`config.mk`:
```
export PLATFORM = sky130hd
export DESIGN_NAME = jtkiwi_vtimer_mm
export DESIGN_NICKNAME = d
export VERILOG_FILES = /design/src/rtl/jtkiwi_vtimer_pkg.sv /design/src/rtl/jtkiwi_vtimer_flag.sv /design/src/rtl/jtkiwi_vtimer_mm.sv
export SDC_FILE = /design/constraint.sdc
export NUM_CORES = 1
export LEC_CHECK = 0
export CAP_MARGIN = 10
export CORE_ASPECT_RATIO = 1.4
export CORE_MARGIN = 2
export CORE_UTILIZATION = 50
export CTS_BUF_LIST = sky130_fd_sc_hd__clkbuf_8
export CTS_CLUSTER_SIZE = 20
export DETAILED_ROUTE_END_ITERATION = 6
export PLACE_DENSITY_LB_ADDON = 0.12
export SYNTH_ARGS = -nofsm -noshare
export SYNTH_HDL_FRONTEND = slang
export SYNTH_SLANG_ARGS = --single-unit
```
`constraint.sdc`:
```
create_clock -name clk -period 8.05 [get_ports clk]
set_input_delay 1.61 -clock clk [delete_from_list [all_inputs] [get_ports clk]]
set_output_delay 1.61 -clock clk [all_outputs]
set_load 0.05 [all_outputs]
```
`src/rtl/jtkiwi_vtimer_pkg.sv`:
```
// ============================================================================
// jtkiwi_vtimer_pkg - timing defaults and V/H wrap helpers for jtkiwi_vtimer_mm
// Rev 1.0 - initial release
// ============================================================================
`default_nettype none

package jtkiwi_vtimer_pkg;

    typedef logic [8:0] cnt9_t;

    localparam cnt9_t DEF_HCNT_END  = 9'd383;
    localparam cnt9_t DEF_HB_START  = 9'd257;
    localparam cnt9_t DEF_HB_END    = 9'd1;
    localparam cnt9_t DEF_HS_START  = 9'd297;
    localparam cnt9_t DEF_HS_LEN    = 9'd32;
    localparam cnt9_t DEF_V_START   = 9'd8;
    localparam cnt9_t DEF_VB_START  = 9'd239;
    localparam cnt9_t DEF_VB_END    = 9'd15;
    localparam cnt9_t DEF_VS_START  = 9'd254;
    localparam cnt9_t DEF_VS_LEN    = 9'd3;
    localparam cnt9_t DEF_VCNT_END  = 9'd271;
    localparam cnt9_t DEF_VCNT_END1 = 9'd319;
    localparam cnt9_t DEF_VS_START1 = 9'd278;
    localparam int    DEF_RENDER_AHEAD = 2;

    // Folds a line number that ran past vend back into vstart..vend.
    function automatic cnt9_t vwrap(input logic [9:0] x, input cnt9_t vend, input cnt9_t vstart);
        logic [9:0] span;
        span = {1'b0, vend} - {1'b0, vstart} + 10'd1;
        return (x > {1'b0, vend}) ? 9'(x - span) : x[8:0];
    endfunction

    function automatic cnt9_t hwrap(input logic [9:0] x, input cnt9_t hend);
        logic [9:0] len;
        len = {1'b0, hend} + 10'd1;
        return (x > {1'b0, hend}) ? 9'(x - len) : x[8:0];
    endfunction

endpackage

`default_nettype wire

```
`src/rtl/jtkiwi_vtimer_flag.sv`:
```
// ============================================================================
// jtkiwi_vtimer_flag - registered set/clear flag with enable; clear has priority
// Rev 1.0 - initial release
// ============================================================================
`default_nettype none

module jtkiwi_vtimer_flag (
    input  logic clk,
    input  logic rst_n,
    input  logic cen_i,
    input  logic set_i,
    input  logic clr_i,
    output logic flag_o
);

    logic flag_q;

    always_ff @(posedge clk or negedge rst_n) begin
        if (!rst_n) begin
            flag_q <= 1'b0;
        end else if (cen_i) begin
            if (clr_i)
                flag_q <= 1'b0;
            else if (set_i)
                flag_q <= 1'b1;
        end
    end

    assign flag_o = flag_q;

endmodule

`default_nettype wire

```
`src/rtl/jtkiwi_vtimer_mm.sv`:
```
// ============================================================================
// jtkiwi_vtimer_mm - multi-mode video timer: counters, blanking, syncs, render lines
// Rev 1.0 - initial release
// ============================================================================
`default_nettype none

module jtkiwi_vtimer_mm
    import jtkiwi_vtimer_pkg::*;
#(
    parameter cnt9_t HCNT_END     = DEF_HCNT_END,
    parameter cnt9_t HB_START     = DEF_HB_START,
    parameter cnt9_t HB_END       = DEF_HB_END,
    parameter cnt9_t HS_START     = DEF_HS_START,
    parameter cnt9_t HS_LEN       = DEF_HS_LEN,
    parameter cnt9_t V_START      = DEF_V_START,
    parameter cnt9_t VB_START     = DEF_VB_START,
    parameter cnt9_t VB_END       = DEF_VB_END,
    parameter cnt9_t VS_START     = DEF_VS_START,
    parameter cnt9_t VS_LEN       = DEF_VS_LEN,
    parameter cnt9_t VCNT_END     = DEF_VCNT_END,
    parameter cnt9_t VCNT_END1    = DEF_VCNT_END1,
    parameter cnt9_t VS_START1    = DEF_VS_START1,
    parameter int    RENDER_AHEAD = DEF_RENDER_AHEAD
) (
    input  logic       clk,
    input  logic       rst_n,
    input  logic       pxl_cen,
    input  logic       mode,
    output logic [8:0] H,
    output logic [8:0] vdump,
    output logic [8:0] vrender,
    output logic [8:0] vrender1,
    output logic       Hinit,
    output logic       Vinit,
    output logic       LHBL,
    output logic       LVBL,
    output logic       HS,
    output logic       VS,
    output logic       mode_act,
    output logic [7:0] frame_cnt
);

    localparam logic [9:0] RA0     = 10'(RENDER_AHEAD);
    localparam logic [9:0] RA1     = 10'(RENDER_AHEAD + 1);
    localparam cnt9_t      HS_CLR  = hwrap({1'b0, HS_START} + {1'b0, HS_LEN}, HCNT_END);
    localparam cnt9_t      VR_RST  = vwrap({1'b0, V_START} + RA0, VCNT_END, V_START);
    localparam cnt9_t      VR1_RST = vwrap({1'b0, V_START} + RA1, VCNT_END, V_START);

    cnt9_t      H_q, H_d;
    cnt9_t      vdump_q, vdump_d;
    cnt9_t      vrender_q, vrender_d;
    cnt9_t      vrender1_q, vrender1_d;
    logic       mode_act_q, mode_act_d;
    logic [7:0] frame_cnt_q, frame_cnt_d;
    logic       Hinit_q, Hinit_d;
    logic       Vinit_q, Vinit_d;

    cnt9_t vend, vend_d, vss, vs_clr;
    logic  line_end, frame_end;

    always_comb begin
        vend      = mode_act_q ? VCNT_END1 : VCNT_END;
        vss       = mode_act_q ? VS_START1 : VS_START;
        vs_clr    = vwrap({1'b0, vss} + {1'b0, VS_LEN}, vend, V_START);
        line_end  = (H_q == HCNT_END);
        frame_end = line_end && (vdump_q == vend);

        H_d         = line_end ? 9'd0 : H_q + 9'd1;
        vdump_d     = vdump_q;
        mode_act_d  = mode_act_q;
        frame_cnt_d = frame_cnt_q;
        if (line_end)
            vdump_d = frame_end ? V_START : vdump_q + 9'd1;
        // The preset switches only here, so a frame never changes length mid-way.
        if (frame_end) begin
            mode_act_d  = mode;
            frame_cnt_d = frame_cnt_q + 8'd1;
        end

        vend_d     = mode_act_d ? VCNT_END1 : VCNT_END;
        vrender_d  = vwrap({1'b0, vdump_d} + RA0, vend_d, V_START);
        vrender1_d = vwrap({1'b0, vdump_d} + RA1, vend_d, V_START);
        Hinit_d    = (H_d == HCNT_END);
        Vinit_d    = Hinit_d && (vdump_d == vend_d);
    end

    always_ff @(posedge clk or negedge rst_n) begin
        if (!rst_n) begin
            H_q         <= 9'd0;
            vdump_q     <= V_START;
            vrender_q   <= VR_RST;
            vrender1_q  <= VR1_RST;
            mode_act_q  <= 1'b0;
            frame_cnt_q <= 8'd0;
            Hinit_q     <= 1'b0;
            Vinit_q     <= 1'b0;
        end else if (pxl_cen) begin
            H_q         <= H_d;
            vdump_q     <= vdump_d;
            vrender_q   <= vrender_d;
            vrender1_q  <= vrender1_d;
            mode_act_q  <= mode_act_d;
            frame_cnt_q <= frame_cnt_d;
            Hinit_q     <= Hinit_d;
            Vinit_q     <= Vinit_d;
        end
    end

    // Flags decode the current counts, so each edge lands one pixel after its match.
    jtkiwi_vtimer_flag u_lhbl (
        .clk    (clk),
        .rst_n  (rst_n),
        .cen_i  (pxl_cen),
        .set_i  (H_q == HB_END),
        .clr_i  (H_q == HB_START),
        .flag_o (LHBL)
    );

    jtkiwi_vtimer_flag u_lvbl (
        .clk    (clk),
        .rst_n  (rst_n),
        .cen_i  (pxl_cen),
        .set_i  ((H_q == HB_START) && (vdump_q == VB_END)),
        .clr_i  ((H_q == HB_START) && (vdump_q == VB_START)),
        .flag_o (LVBL)
    );

    jtkiwi_vtimer_flag u_hs (
        .clk    (clk),
        .rst_n  (rst_n),
        .cen_i  (pxl_cen),
        .set_i  (H_q == HS_START),
        .clr_i  (H_q == HS_CLR),
        .flag_o (HS)
    );

    jtkiwi_vtimer_flag u_vs (
        .clk    (clk),
        .rst_n  (rst_n),
        .cen_i  (pxl_cen),
        .set_i  ((H_q == HS_START) && (vdump_q == vss)),
        .clr_i  ((H_q == HS_START) && (vdump_q == vs_clr)),
        .flag_o (VS)
    );

    assign H         = H_q;
    assign vdump     = vdump_q;
    assign vrender   = vrender_q;
    assign vrender1  = vrender1_q;
    assign Hinit     = Hinit_q;
    assign Vinit     = Vinit_q;
    assign mode_act  = mode_act_q;
    assign frame_cnt = frame_cnt_q;

endmodule

`default_nettype wire

```
==> impl_metrics.ini <==
[status]
status = finished, final reports clean

[critical_path]
r2r_setup_slack_ns = 2.89
crit_required_ns = 8.30
cp_slowest_cell = a22oi_1
reg2reg_to = vrender1[3]
critPathKind = reg2reg
max_stage_delay_ns = 0.85
endpoint = vrender1[3]
critical_path.top_delay_family = compound AO/OA/AOI/OAI gates
cp.depth = 15
crit_path_start_kind = flip-flop
r2r_start = vdump[0]
startpoint = vdump[0]
worstPathArrival_ns = 5.41
crit_chain = ha_1 -> and3_1 -> o211ai_1 -> a22oi_1 -> inv_1 -> ha_1 -> a311oi_1 -> nor2_1 -> xor2_1 -> ha_1 -> and2_1 -> a41oi_1 -> a211oi_1 -> or4_1 -> o211ai_1
worstRegToRegCells = 15
end_kind = flip-flop
crit_fanout = 12
crit_top_cell = ha_1
crit_buf_inv = 1

[routing]
ant_nets = 0
wl_met3_um = 323
routed.top_layer = met4
wl_per_cell_um = 17.1
wirelength_um = 9160
drcViolationCount = 0
drt-initial-drc-count = 225
vias = 3183
avgViaCountPerCell = 5.96
wl_met1_um = 3970
met2_length_um = 4650
first_pass_iters = 4

[synthesis]
synth_enable_flop_cells = 0
synth_mux_area_share_pct = 3.94
synth_xor_area_share_pct = 8.05
synth_compound_area_share_pct = 16.0
syn_area_um2 = 3560
yosys.area_share.simple_pct = 26.9
synth_top_flop_cell = dfrtp_1
synth.area.top_cells = dfrtp_1 (31%), ha_1 (5.6%), xnor2_1 (4.9%), nor2_1 (4.5%), dfstp_2 (4.4%)
synth_fa_ha_area_share_pct = 5.62
synth.distinct_cells = 67
async_flop_share_pct = 100
synth_area_leader_cell = dfrtp_1
synth_cells = 398
ys.warnings.count = 0
synth-seq-cells = 50
seq_area_frac_synth_pct = 35.3
synth_nets = 418
avgSynthCellArea_um2 = 8.95
synth_top_family_by_area = simple AND/OR/NAND/NOR gates
synth_top_area_share_pct = 30.9

[run]
maxCapViolations = 0

[finish]
layout_common_cells = clkdlybuf4s50_1 (53), dfrtp_1 (44), nor2_1 (43)
drive_above_1_share_pct = 9.11
syn_to_final_growth_pct = 18.9
regArea_um2 = 1260
multi_input_area_um2 = 2150
layout.nets = 458
num_antenna_cells = 0
fill_cells = 648
layout_commonest_cell = clkdlybuf4s50_1

[floorplan]
boundaryPins = 55
initial_core_util_pct = 51.3
rows = 36
core_um2 = 6940
dieArea_um2 = 7820
die_w_um = 75.3
die_h_um = 104

[pwr]
p_int_mw = 0.489
vdd.ir_drop.worst_v = 0.000123
leakagePower_nw = 1.70
pwr-share-clk_pct = 21.9
comb_power_share_pct = 38.5
netSwitchingPower_mw = 0.353
power_density_nw_per_um2 = 199
p_seq_share_pct = 39.7
switching_share_pct = 41.9

[cts]
numCtsBuffers = 5
clock_latency_ns = 0.33
holdBufCountCts = 0
cts_tree = built
cts_sinks = 50
path_clk_slew_ns = 0.09
postCtsSetupRepairBufs = 0
ctsResizeCount = 0
cts-root-buf = clkbuf_8
htreeDepth = 2
cts_buffer_depth = 2

[timing]
maxSlewHeadroom_pct = 34.4
timing.fmax_ghz = 0.194
setup_viol = 0
final-hold-violation-count = 0
fin_crit_sh_pct = 64.1
slew_violations = 0
worst_pin_slew_ns = 0.985
rsz0062_at_grt = false
fin_ws_ns = 2.89
fin_crit_ns = 5.16
fin_setup_tns_ns = 0
finClkSkew_ns = 0.00474

[grt]
grt_pass1_wl_um = 15100
antenna_found_initial = 0
grt_max_degree = 54
overflow = 0
grt.total_usage_pct = 24.6
grt_pass1_vias = 3066

[hold_path]
hp-class = reg2reg
hold_start = frame_cnt[7]

[place]
dpl.hpwl_um = 6670
routabilityCongestion = 0.896
place_ws_ns = 2.96
portBuffers = 54
## cells by family (layout without fill, tap and decap cells)
| group | Yosys count | count (layout) |
|---|---|---|
| mux | 13 | 13 |
| buf+inv | 34 | 75 |
| compound gates | 84 | 84 |
| simple gates | 170 | 170 |
| flops | 50 | 50 |
| xor+xnor | 31 | 31 |
| fa+ha+maj | 16 | 16 |
## synthesized netlist by cell type (2+ instances only)
cell type and n:
a221o_1 2, o311a_1 2, or3_1 3, nand3_1 19
xnor2_1 20, nor4bb_1 2, o22ai_1 2, nor4_4 2
o211ai_1 2, a311o_1 2, o31ai_1 3, ha_1 16
nor4_1 6, and3_1 7, inv_1 11, buf_4 2
a31oi_1 13, clkbuf_1 11, nand2b_1 3, o21ai_0 16
nor2_1 43, o21ai_1 2, mux2_2 8, a21o_1 3
and2_1 5, dfrtp_1 44, mux2i_1 5, xor2_1 10
nor3b_1 2, and4_1 3, a21oi_1 19, or4_1 2
nand2_1 30, a211oi_1 2, nor3_1 10, nand3b_1 4
buf_2 10, nor4b_1 3, nand4_1 11, or4_4 2
dfstp_2 6, nor2b_1 4, a41oi_1 2
## worst register-to-register path, cell delays in order (launching register included)
cell and delay [ns]:
dfrtp_1 0.58, ha_1 0.37, and3_1 0.25, o211ai_1 0.28
a22oi_1 0.85, inv_1 0.19, ha_1 0.35, a311oi_1 0.43
nor2_1 0.10, xor2_1 0.27, ha_1 0.32, and2_1 0.19
a41oi_1 0.26, a211oi_1 0.12, or4_1 0.43, o211ai_1 0.11
## registers in the layout (all words and copies together) (netlist names)
name / count
H: 9
vdump: 9
vrender1: 9
frame_cnt: 8
vrender: 8
Hinit: 1
Vinit: 1
mode_act: 1
u_hs.flag_o: 1
u_lhbl.flag_o: 1
u_lvbl.flag_o: 1
u_vs.flag_o: 1
## cell type report
class / instances / area share [%]
clock buffers: 5 / 1.63
clock inverters: 3 / 0.946
inverters: 11 / 0.975
flip-flops and latches: 50 / 29.7
repair buffers: 56 / 13.0
multi-input cells: 314 / 50.9
well taps: 95 / 2.81
## metrics by stage
step	std cells	power [mW]	area [um2]	utilization, %	hold WS (ns)
6_report	534	0.842	4230	61.0	0.474
5_1_grt	534	0.882	4230	61.0	0.508
4_1_cts	534	0.845	4230	61.0	0.484
3_5_place_dp	526	0.662	4120	59.5	0.467
3_3_place_gp	526	0.658	4120	59.5	0.462
2_1_floorplan	398	0.561	3560	-	0.603
## per-layer routing
| layer | up-vias | global-route usage (%) |
|---|---|---|
| met5 | - | 0 |
| met3 | 17 | 4.75 |
| li1 | 1542 | - |
| met1 | 1549 | 31.4 |
| met2 | 75 | 40.1 |
| met4 | 0 | 9.52 |
## worst min-delay path by stage
stage | endpoint | slack (ns) | cells past startpoint
final | frame_cnt[7] | 0.47 | 1
after global routing | frame_cnt[7] | 0.51 | 1
after CTS | frame_cnt[7] | 0.48 | 1
after detailed placement | frame_cnt[7] | 0.47 | 1
after global placement | frame_cnt[7] | 0.46 | 1
after floorplan | vrender1[1] | 0.60 | 2
## power groups by stage
stage                     clock (mW)  sequential [mW]  combinational [mW]
after floorplan                    0            0.423               0.138
after global placement             0            0.336               0.321
after detailed placement           0            0.338               0.324
after CTS                      0.186            0.334               0.325
after global routing           0.196            0.340               0.345
final                          0.184            0.334               0.324
(Power assumes the default switching activity.)
==> edit, RTL diff (same flow settings) <==
Register the output `H` once more, with the module's reset; this adds one clock of latency there. The other outputs are not delayed to match.
--- a/src/rtl/jtkiwi_vtimer_mm.sv
+++ b/src/rtl/jtkiwi_vtimer_mm.sv
@@ -144,5 +144,11 @@
     );
 
-    assign H         = H_q;
+    always_ff @(posedge clk or negedge rst_n) begin
+        if (!rst_n) begin
+            H <= '0;
+        end else begin
+            H <= H_q;
+        end
+    end
     assign vdump     = vdump_q;
     assign vrender   = vrender_q;
Check against the original RTL: not equivalent (a bounded check fails within 4 cycles, from zero or initial values and one cycle with rst_n low).
==> edit against the unedited design <==
Die area increased by 7.4%; sequential cell count up 9; via count grew 4.4%; cell area is 8.1% higher; worst setup slack improved by 410 ps; wire length grew 0.78%; global-route usage down 1.3 points; synthesized area up 7.7%; total power increased by 18%; critical path type unchanged; critical endpoint is now vrender1[7]$_DFFE_PN0P_; largest power group unchanged; highest routed layer unchanged.
==> edit: results (changes against the unedited design) <==
pin count of the biggest net entering global routing 60 (+11%); # H-tree levels 3 (+1); port bufs 54 (unchanged); Seq/Total Area, Yosys 38.7% (+3.3 points); FF-to-FF End vrender1[7]$_DFFE_PN0P_; clock skew 5.64 ps (+0.905 ps); vias in the first global route 3263 (+6.4%); DP Wirelength 6710 microns (+0.59%); Pleak 0.00179 uW (+4.9%); Worst-Margin Slew 904 ps (-80.2 ps); top post-synthesis cells by count dfrtp_1, nand2_1, nor2_1; EDFF count, synth 0 (unchanged); largest cells by area after synthesis dfrtp_1, xnor2_1, ha_1; global-route wire length before repair 15500 microns (+3.2%); post-CTS setup repair buffer count 0 (unchanged); Crit-path slowest cell dfrtp_1; FF-to-FF path depth 16 (+1); DR iter-0 viols 202 (-10%); Worst Hold Path Cells 0 (-1); routability cong. 0.914 (+2.0%); Distinct cells, synth 71 (+6.0%); DR WL/cell 16.4 microns (-4.2%); P_int 593 uW (+21%); Num CTS Buffers 9 (+4); fraction of layout cells with a size suffix above 1 11.0% (+1.9 points); VDD IR-drop max 0.000152 V (+24%); hold_sp H_q[1]$_DFFE_PN0P_; slowest cell delay on critical path 550 ps (-300 ps); clock share of power 23.4% (+1.5 points); final net count 480 (+4.8%); P_comb 358 uW (+10%); Ys Warns 0 (unchanged); total iterations of the first detailed-routing run 4 (unchanged); status finished, final reports clean; Net Count, Synth 435 (+4.1%); hold endpoint H[1]$_DFF_PN0_; ant diodes 0 (unchanged); GRT Total Usage 23.3% (-1.3 points); Hold WC Path Type flip-flop to flip-flop; via/cell ratio 5.91 (-0.77%); reg2reg setup slack 3300 ps (+410 ps); clock-pin slew of the registers on the worst-case setup and hold paths 60 ps (-30 ps); crit path DAT 5000 ps (-410 ps)
-- edit: changes by cell type after synthesis, moves of 5 or more --
| cell | before | now |
|---|---|---|
| nand2_1 | 30 | 42 |
| o31ai_1 | 3 | 9 |
| or4_1 | 2 | 7 |
| nor2_1 | 43 | 29 |
| a21oi_1 | 19 | 14 |
| dfrtp_1 | 44 | 53 |
| nand3_1 | 19 | 26 |
| o21ai_0 | 16 | 22 |
-- edit: final cells by class --
cell class,count,area (sq um)
Clock buffer,11,151
Clock inverter,5,21.3
Fill cell,671,2830
Inverter,11,41.3
Multi-Input combinational cell,322,2200
Sequential cell,59,1480
Tap cell,97,121
Timing Repair Buffer,57,553
-- edit: worst register-to-register path: stages (launching register included) --
cell	delay (ps)
dfrtp_1	550
ha_1	350
nand3_1	250
a211oi_4	500
o31ai_4	170
inv_1	170
ha_1	190
nand4_1	90
o221a_2	330
nor3_1	350
xnor2_1	150
ha_1	370
and3_1	190
a31oi_1	230
a221oi_2	120
or4_1	490
a31oi_1	180
-- edit: per-stage QoR --
step	hold WS, ps	total power, uW	area [sq um]	cells
global route	458	1050	4580	562
finish	431	993	4580	562
global placement	417	761	4400	546
floorplan	349	655	3840	415
detailed placement	415	765	4400	546
CTS	435	1000	4580	562
-- edit: cell families (layout without fill, tap and decap cells) --
| kind of cell | after synthesis | after routing | synth area share [%] |
|---|---|---|---|
| AND/OR/NAND/NOR | 166 | 166 | 23.0 |
| adder cells (fa/ha/maj) | 16 | 16 | 5.22 |
| buffers and inverters | 34 | 84 | 3.88 |
| multiplexers | 8 | 8 | 2.25 |
| XOR/XNOR | 30 | 30 | 6.85 |
| AO/OA/AOI/OAI | 102 | 102 | 20.2 |
| flip-flops | 59 | 59 | 38.7 |
-- edit: metal layers --
layer	wire (microns)	global-route usage [%]	up-vias
met1	3840	27.6	1607
met5	0	0	-
met2	4810	40.0	77
li1	-	-	1622
met3	298	4.61	18
met4	278	11.7	0
-- edit: how the worst max path moves through the flow --
stage / start / end / slack, ps
global route: vdump[0]$_DFFE_PN0P_ / vrender1[3]$_DFFE_PN1P_ / 2850
floorplan: vdump[1]$_DFFE_PN0P_ / vrender1[7]$_DFFE_PN0P_ / 3700
detailed placement: vdump[0]$_DFFE_PN0P_ / vrender1[7]$_DFFE_PN0P_ / 3330
global placement: vdump[0]$_DFFE_PN0P_ / vrender1[7]$_DFFE_PN0P_ / 3520
CTS: vdump[0]$_DFFE_PN0P_ / vrender1[7]$_DFFE_PN0P_ / 3310
finish: vdump[0]$_DFFE_PN0P_ / vrender1[7]$_DFFE_PN0P_ / 3300
